$ cat src/rtl/bulls_cows_core.sv
// Bulls-and-Cows game engine: N players, D digits, configurable digit base.
// Players enter secrets in turn, then take turns guessing the next player's
// secret. Each guess is validated, then scored one digit per clock. A round
// limit ends the game in a draw.
module bulls_cows_core #(
  parameter int unsigned DIGITS     = 4,
  parameter int unsigned DIGIT_W    = 4,
  parameter int unsigned BASE       = 10,
  parameter int unsigned PLAYERS    = 2,
  parameter int unsigned MAX_ROUNDS = 10,
  localparam int unsigned PW = (PLAYERS > 1) ? $clog2(PLAYERS) : 1,
  localparam int unsigned RW = (MAX_ROUNDS > 0) ? $clog2(MAX_ROUNDS + 1) : 1,
  localparam int unsigned CW = $clog2(DIGITS + 1)
) (
  input  logic                      clock,
  input  logic                      reset,
  input  logic                      confirma,
  input  logic [DIGITS*DIGIT_W-1:0] SW,
  output logic [2:0]                state,
  output logic [PW-1:0]             player,
  output logic [RW-1:0]             round,
  output logic [CW-1:0]             bulls,
  output logic [CW-1:0]             cows,
  output logic                      result_valid,
  output logic                      err,
  output logic [PW-1:0]             winner
);

  localparam int unsigned SwW = DIGITS * DIGIT_W;
  localparam int unsigned IW  = (DIGITS > 1) ? $clog2(DIGITS) : 1;
  localparam int unsigned DW1 = DIGIT_W + 1;

  localparam logic [2:0] StSetup    = 3'd0;
  localparam logic [2:0] StGuess    = 3'd1;
  localparam logic [2:0] StValidate = 3'd2;
  localparam logic [2:0] StScore    = 3'd3;
  localparam logic [2:0] StResult   = 3'd4;
  localparam logic [2:0] StWin      = 3'd5;
  localparam logic [2:0] StDraw     = 3'd6;

  localparam logic [PW-1:0]  LastPlayer = PW'(PLAYERS - 1);
  localparam logic [IW-1:0]  LastIdx    = IW'(DIGITS - 1);
  localparam logic [CW-1:0]  AllBulls   = CW'(DIGITS);
  localparam logic [RW-1:0]  RoundLimit = RW'(MAX_ROUNDS);
  // One extra bit so BASE = 2^DIGIT_W is representable.
  localparam logic [DW1-1:0] BaseLim    = DW1'(BASE);

  // Architectural state
  logic [2:0]     state_q, state_d;
  logic           origin_setup_q, origin_setup_d;  // 1: entry came from SETUP
  logic [PW-1:0]  player_q, player_d;
  logic [RW-1:0]  round_q, round_d;
  logic [CW-1:0]  bulls_q, bulls_d;
  logic [CW-1:0]  cows_q, cows_d;
  logic           rv_q, rv_d;
  logic           err_q, err_d;
  logic [PW-1:0]  winner_q, winner_d;
  logic [IW-1:0]  idx_q, idx_d;
  logic [SwW-1:0] entry_q, entry_d;
  logic [SwW-1:0] secret_q [PLAYERS];
  logic [SwW-1:0] secret_d [PLAYERS];
  logic           conf_prev_q;

  // Derived combinational signals
  logic                rise;
  logic [PW-1:0]       opp;
  logic [SwW-1:0]      target;
  logic [DIGIT_W-1:0]  entry_dig [DIGITS];
  logic [DIGIT_W-1:0]  tgt_dig   [DIGITS];
  logic                entry_ok;
  logic [DIGIT_W-1:0]  cur_dig;
  logic                is_bull;
  logic                is_cow;

  assign rise = confirma & ~conf_prev_q;

  // Opponent is the next player in turn order; its secret is the scoring target.
  always_comb begin
    opp    = (player_q == LastPlayer) ? '0 : player_q + PW'(1);
    target = secret_q[opp];
  end

  // Split the entry and target words into digit arrays.
  always_comb begin
    for (int i = 0; i < DIGITS; i++) begin
      entry_dig[i] = entry_q[i*DIGIT_W +: DIGIT_W];
      tgt_dig[i]   = target[i*DIGIT_W +: DIGIT_W];
    end
  end

  // An entry is valid when every digit is in range and all digits differ.
  always_comb begin
    entry_ok = 1'b1;
    for (int i = 0; i < DIGITS; i++) begin
      if ({1'b0, entry_dig[i]} >= BaseLim) entry_ok = 1'b0;
      for (int j = i + 1; j < DIGITS; j++) begin
        if (entry_dig[i] == entry_dig[j]) entry_ok = 1'b0;
      end
    end
  end

  // Classify the guess digit at idx against the target: bull, cow or neither.
  always_comb begin
    cur_dig = entry_dig[idx_q];
    is_bull = (cur_dig == tgt_dig[idx_q]);
    is_cow  = 1'b0;
    for (int j = 0; j < DIGITS; j++) begin
      if ((j != int'(idx_q)) && (tgt_dig[j] == cur_dig)) is_cow = 1'b1;
    end
  end

  // Game sequencing: next-state for every register.
  always_comb begin
    state_d        = state_q;
    origin_setup_d = origin_setup_q;
    player_d       = player_q;
    round_d        = round_q;
    bulls_d        = bulls_q;
    cows_d         = cows_q;
    rv_d           = 1'b0;
    err_d          = 1'b0;
    winner_d       = winner_q;
    idx_d          = idx_q;
    entry_d        = entry_q;
    secret_d       = secret_q;

    case (state_q)
      StSetup: begin
        if (rise) begin
          entry_d        = SW;
          origin_setup_d = 1'b1;
          state_d        = StValidate;
        end
      end

      StGuess: begin
        if (rise) begin
          entry_d        = SW;
          origin_setup_d = 1'b0;
          state_d        = StValidate;
        end
      end

      StValidate: begin
        if (!entry_ok) begin
          err_d   = 1'b1;
          state_d = origin_setup_q ? StSetup : StGuess;
        end else if (origin_setup_q) begin
          secret_d[player_q] = entry_q;
          if (player_q == LastPlayer) begin
            player_d = '0;
            state_d  = StGuess;
          end else begin
            player_d = player_q + PW'(1);
            state_d  = StSetup;
          end
        end else begin
          bulls_d = '0;
          cows_d  = '0;
          idx_d   = '0;
          state_d = StScore;
        end
      end

      StScore: begin
        // Digits are unique, so a digit is at most one of bull or cow.
        if (is_bull) begin
          bulls_d = bulls_q + CW'(1);
        end else if (is_cow) begin
          cows_d = cows_q + CW'(1);
        end
        if (idx_q == LastIdx) begin
          rv_d    = 1'b1;
          state_d = StResult;
        end else begin
          idx_d = idx_q + IW'(1);
        end
      end

      StResult: begin
        if (rise) begin
          if (bulls_q == AllBulls) begin
            winner_d = player_q;
            state_d  = StWin;
          end else if (player_q == LastPlayer) begin
            player_d = '0;
            round_d  = round_q + RW'(1);
            if ((MAX_ROUNDS != 0) && ((round_q + RW'(1)) == RoundLimit)) begin
              state_d = StDraw;
            end else begin
              state_d = StGuess;
            end
          end else begin
            player_d = player_q + PW'(1);
            state_d  = StGuess;
          end
        end
      end

      StWin, StDraw: begin
        if (rise) begin
          for (int p = 0; p < PLAYERS; p++) secret_d[p] = '0;
          bulls_d  = '0;
          cows_d   = '0;
          round_d  = '0;
          player_d = '0;
          winner_d = '0;
          state_d  = StSetup;
        end
      end

      default: state_d = StSetup;
    endcase
  end

  // State registers with asynchronous active-low reset.
  always_ff @(posedge clock or negedge reset) begin
    if (!reset) begin
      state_q        <= StSetup;
      origin_setup_q <= 1'b0;
      player_q       <= '0;
      round_q        <= '0;
      bulls_q        <= '0;
      cows_q         <= '0;
      rv_q           <= 1'b0;
      err_q          <= 1'b0;
      winner_q       <= '0;
      idx_q          <= '0;
      entry_q        <= '0;
      conf_prev_q    <= 1'b0;
      for (int p = 0; p < PLAYERS; p++) secret_q[p] <= '0;
    end else begin
      state_q        <= state_d;
      origin_setup_q <= origin_setup_d;
      player_q       <= player_d;
      round_q        <= round_d;
      bulls_q        <= bulls_d;
      cows_q         <= cows_d;
      rv_q           <= rv_d;
      err_q          <= err_d;
      winner_q       <= winner_d;
      idx_q          <= idx_d;
      entry_q        <= entry_d;
      conf_prev_q    <= confirma;
      for (int p = 0; p < PLAYERS; p++) secret_q[p] <= secret_d[p];
    end
  end

  assign state        = state_q;
  assign player       = player_q;
  assign round        = round_q;
  assign bulls        = bulls_q;
  assign cows         = cows_q;
  assign result_valid = rv_q;
  assign err          = err_q;
  assign winner       = winner_q;

endmodule

$ cat config.mk
export PLATFORM = sky130hd
export DESIGN_NAME = bulls_cows_core
export DESIGN_NICKNAME = d
export VERILOG_FILES = /design/src/rtl/bulls_cows_core.sv
export SDC_FILE = /design/constraint.sdc
export NUM_CORES = 1
export LEC_CHECK = 0
export ABC_AREA = 1
export CAP_MARGIN = 15
export CORE_ASPECT_RATIO = 1.2
export CORE_MARGIN = 8
export CORE_UTILIZATION = 45
export DETAILED_ROUTE_END_ITERATION = 6
export PLACE_DENSITY_LB_ADDON = 0.2
export SYNTH_ARGS = -nofsm -noshare
export SYNTH_HDL_FRONTEND = slang
export SYNTH_SLANG_ARGS = --single-unit
$ cat constraint.sdc
create_clock -name clock -period 2 [get_ports clock]
set_input_delay 0.4 -clock clock [delete_from_list [all_inputs] [get_ports clock]]
set_output_delay 0.4 -clock clock [all_outputs]
set_load 0.005 [all_outputs]
Word level (Yosys, flattened, before mapping)
Index checks and enable logic that the tools add are counted.
- register bits: 69
- bits of input ports: 19
- output and inout bits: 17
- logic and storage cells: 170
- add/sub/neg operators: 5
- $lt $le $gt $ge: 8
- eq/ne operators: 39
- mux-type cells: 74
- bitwise logic cells: 5
- reduce and logical (&&, ||, !) cells: 25
- operators by type and width (operator ; number):
    two-way mux 32 bit ; 3
    two-way mux 16 bit ; 4
    one-hot mux 32 bit (2 select lines) ; 1
    == test 4 bit ; 11
    two-way mux 3 bit ; 14
    bitwise mux 32 bit ; 1
    two-way mux 4 bit ; 8
    != test 2 bit (second input constant) ; 15
    two-way mux 1 bit ; 29
    one-hot mux 3 bit (3 select lines) ; 2
    binary-select mux 4 bit (select 2 bit) ; 2
    demux 16 bit (select 1 bit) ; 1
    greater-or-equal comparator 4 bit (second input constant) ; 4
    AND reduction 4 bit ; 4
    one-hot mux 3 bit (5 select lines) ; 1
    == test 3 bit (second input constant) ; 4
    AND reduction 6 bit ; 2
    AND reduction 5 bit ; 2
    nonzero test 2 bit ; 5
    one-hot mux 4 bit (2 select lines) ; 1
    adder 3 x 1 -> 3 bit (second input constant) ; 2
    == test 3 x 2 -> 1 bit (second input constant) ; 2
    two-way mux 2 bit ; 3
    nonzero test 3 bit ; 2
    other kinds (24) ; 33

Logic depth before layout (Yosys ltp)
- depth after elaboration: 15
- gate-level depth with buffers: 16
- depth with buffers taken out: 16

Worst setup path before layout
OpenSTA, ideal clock, no wires.
- path kind: register to register
- from: reg entry_q[2]
- to: reg secret_q[10] in the netlist's numbering
- library setup time: 117 ps
- arrival: 1776 ps
- data required time: 1883 ps
- slack: 107 ps
- cell stages (with the launch flop): 15
- path buffers: 2
- clock period less this slack: 1893 ps
- cell sequence: dfrtp_1 -> buf_2 -> o21ai_1 -> nand2_1 -> nor2_1 -> nand2_1 -> nor2_1 -> nand2_1 -> nand2_1 -> inv_2 -> nor3_4 -> nand3_4 -> buf_6 -> nand2_1 -> nand2_1
- longest elaborated chain between the ends: 13
- elaborated cells between the ends (all ways): 16
- classes of those cells: 1 x order compare; 4 x eq/ne; 10 x mux; 1 x reduce/logical
- RTL lines (item ; line ; RTL):
    from (decl) ; 59 ; logic [SwW-1:0] entry_q, entry_d;
    from (signal assigned) ; 243 ; entry_q <= entry_d;
    greater-or-equal comparator 4 bit ; 95 ; if ({1'b0, entry_dig[i]} >= BaseLim) entry_ok = 1'b0;
    two-way mux 1 bit ; 95 ;
    two-way mux 1 bit (2 in series) ; 97 ; if (entry_dig[i] == entry_dig[j]) entry_ok = 1'b0;
    two-way mux 1 bit (*) ; 97 ;
    two-way mux 1 bit (*) ; 95 ;
    two-way mux 1 bit (*) (2 in series) ; 97 ;
    two-way mux 1 bit (*) ; 95 ;
    two-way mux 1 bit (*) ; 97 ;
    two-way mux 1 bit (*) ; 95 ;
    != test 2 bit (no source line) (*) ; n/a ;
    AND reduction 4 bit (no source line) (*) ; n/a ;
    to (decl) ; 60 ; logic [SwW-1:0] secret_q [PLAYERS];
Every way passes the cells marked *; elsewhere a longest branch is shown, timed or not.
A chain may end at the register's enable or synchronous reset.

Final worst setup path
- from: reg player_q, in the netlist player
- to: out player
- RTL lines (item ; line ; RTL):
    from (decl) ; 51 ; logic [PW-1:0] player_q, player_d;
    from (signal assigned) ; 235 ; player_q <= player_d;
    to (decl) ; 20 ; output logic [PW-1:0] player,
No word-level cell between the ends.

==> reports/results.txt <==
met2 Use GR -> 31.34%
Hold Fails Final Rpt -> 0
Max Cap Violations -> 0
Final setup viols -> 0
Tmin final -> 1.962 ns
antenna violations before repair -> 0
Placeable Area -> 0.009960 mm^2
Antenna Violating Nets Remaining -> 0
CP Max Fanout -> 7
Boundary Pins -> 36
CTS root buffer -> clkbuf_16
gpl congestion -> 0.8746
Syn Nets -> 727
DIE WIDTH -> 107.9 um
IO Port Bufs -> 35
fin nets -> 807
Vias/cell -> 5.259
final WL -> 12940 um
Hold WC Path Type -> input port to asynchronous set/reset pin
pin count of the biggest net entering global routing -> 70
R2R Setup Slk -> 0.09 ns
warnings from Yosys -> 0
worst hold slack -> 0.05940 ns
Leak -> 3.093 nW
Clock Latency Late Sink -> 0.34 ns
met1 global-route usage -> 22.34%
total grt overflow -> 0
Starting Density -> 45.77%
DRC -> 0
Post-DP HPWL -> 8918 um
cell total after placement -> 883
wire length of the first global-routing pass -> 20710 um
CP startpoint -> player
critical path capture point -> player
Worst Setup End Kind -> output port
gr busiest metal -> met2
non-filler cells, final -> 910
DIE AREA -> 0.01362 mm^2
fmax -> 509.8 MHz
H-tree depth -> 3
CP required -> 1.60 ns
Die H -> 126.3 um
VDD IR max -> 0.001006 V
# rows -> 40
number of global-route vias before repair -> 4373
Synth Area per Inst -> 6.521 um^2
Least-Margin Pin Slew -> 0.4534 ns
pwr dens -> 1912 mW/mm^2
Max Root-Sink Buffers -> 2
Seq cells post-synth -> 69
fraction of layout cells with a size suffix above 1 -> 20.03%
RSZ-0062 raised after global routing -> yes
max_slew headroom -> 69.54%
status -> finished, final reports clean
Diodes inserted -> 0
CTS sink cnt -> 69
Cell variety after synth -> 30
number of DRC markers in iteration 0 -> 370
Finished Core Util -> 60.26%
path depth of the worst reg2reg path -> 15
critical register-to-register path startpoint -> entry_q[1]
Seq/Total Area, Yosys -> 37.88%
Avg WL per Cell -> 14.22 um
Worst-path clk slew -> 0.05 ns
setup TNS -> 0 ns
CTS tree -> yes
Mapped Area -> 0.004558 mm^2
Via Count -> 4786
Mapped Cells -> 699
kind of critical path -> flip-flop to output port
RR Endpoint -> secret_q[26]
Slew Limit Fails -> 0
CP arrival -> 1.56 ns
number of fill cells -> 929
CTS Hold Bufs -> 0
routing usage on met3 -> 3.827%
Initial DRT Pass Iterations -> 5
CTS Buf Count -> 9
Period Utilization, post-route -> 98.08%
Layout area overhead -> 31.68%
total track usage -> 18.60%
crit start category -> flip-flop
clock skew -> 0.005040 ns
==> worst min path at each step <==
stage | startpoint | endpoint | slack (ns) | cells past startpoint
after floorplan | reset | bulls[0] | 0.10 | 0
after global placement | reset | entry_q[0] | 0.45 | 2
after detailed placement | reset | entry_q[8] | 0.45 | 2
after CTS | reset | entry_q[8] | 0.09 | 2
after global routing | reset | entry_q[12] | 0.10 | 2
final | reset | entry_q[12] | 0.06 | 2
==> registers in the layout, summed over array words and instances, names as in the netlist <==
name	cells
state	3
entry_q	16
cows	3
origin_setup_q	1
err	1
player	1
result_valid	1
conf_prev_q	1
idx_q	2
round	4
secret_q	32
bulls	3
winner	1
==> through the flow <==
step                      instance area [um^2]  total power [W]  worst slack, ns
final                                     6002          0.01148          0.03838
after global routing                      6002          0.01244         -0.05833
after CTS                                 5746          0.01077        -0.001856
after detailed placement                  5369         0.008743          -0.2368
after global placement                    5369         0.008558          -0.1621
after floorplan                           4558         0.006538           0.1070
==> cell families after synthesis <==
group / count (synthesis) / share of synthesized area (%)
flip-flops: 69 / 37.88
XOR/XNOR: 4 / 0.7687
buffers and inverters: 98 / 9.278
AO/OA/AOI/OAI: 63 / 7.219
adder cells (fa/ha/maj): 9 / 2.471
AND/OR/NAND/NOR: 455 / 42.16
multiplexers: 1 / 0.2196
==> cell usage after synthesis <==
master / n / area share, %
buf_2: 20 / 2.2
a21o_1: 1 / 0.16
clkbuf_1: 8 / 0.66
nor4_1: 1 / 0.14
buf_4: 4 / 0.66
dfrtp_1: 69 / 38
inv_1: 50 / 4.1
nand3_1: 37 / 4.1
o21ai_1: 9 / 0.99
clkinv_1: 2 / 0.16
a31oi_1: 1 / 0.14
o211ai_1: 2 / 0.33
nor3_1: 3 / 0.33
a211oi_1: 1 / 0.16
nand3b_1: 7 / 1.2
nor3_4: 1 / 0.36
inv_2: 12 / 0.99
ha_1: 9 / 2.5
o21ai_0: 27 / 3.0
xnor2_1: 1 / 0.19
nand3_4: 2 / 0.77
o22ai_1: 2 / 0.27
xor2_1: 3 / 0.58
buf_6: 2 / 0.49
or2_2: 1 / 0.14
nand4_1: 37 / 5.1
mux2i_1: 1 / 0.22
nand2_1: 309 / 25
a21oi_1: 20 / 2.2
nor2_1: 57 / 4.7
==> layout make-up <==
class	count	area [um^2]	share of cell area [%]
clock buffers	10	239.0	3.982
clock inverters	6	110.1	1.834
inverters	64	251.5	4.190
multi-input cells	534	2562	42.69
flip-flops and latches	69	1744	29.06
well taps	126	157.7	2.627
repair buffers	100	932.1	15.53
repair inverters	1	5.005	0.08339
==> cells in the final DEF, fill, tap and decap left out, drive strengths merged <==
master and count:
clkinvlp 3, a21oi 20, nand3b 7, buf 65, o211ai 2, xor2 3
clkdlybuf4s50 34, mux2i 1, a21o 1, inv 61, a31oi 1, o21ai 36
nor3 4, nor2 57, nand3 41, bufinv 3, dfrtp 69, a211oi 1
nand2 309, nor4 1, clkbuf 11, ha 9, o22ai 2, nand4 37
clkinv 4, xnor2 1, or2 1
==> report_power, final <==
group / internal, W / switching [W] / total, W
logic: 0.00284 / 0.00414 / 0.00698
clock network: 0.00125 / 0.000588 / 0.00184
registers: 0.00203 / 0.000630 / 0.00266
==> worst max-delay path: stages, from the launching register on <==
cell and delay (ns):
dfrtp_2 0.46, buf_6 0.16, buf_4 0.11, clkdlybuf4s50_1 0.49
==> per-layer routing <==
layer  wire length [um]  share of wire (%)
met5                  0                  0
met4                325                2.5
met3                572                4.4
met2               6590                 51
met1               5455                 42
==> timing repair <==
| action | in CTS | in global routing |
|---|---|---|
| setup buffers | 0 | 7 |
| pin swaps | 0 | 16 |
| cloned | 1 | 3 |
| gates resized for setup | 11 | 65 |
| setup endpoints to repair | 7 | 38 |
No activity file was read; power rests on OpenSTA's default activity.
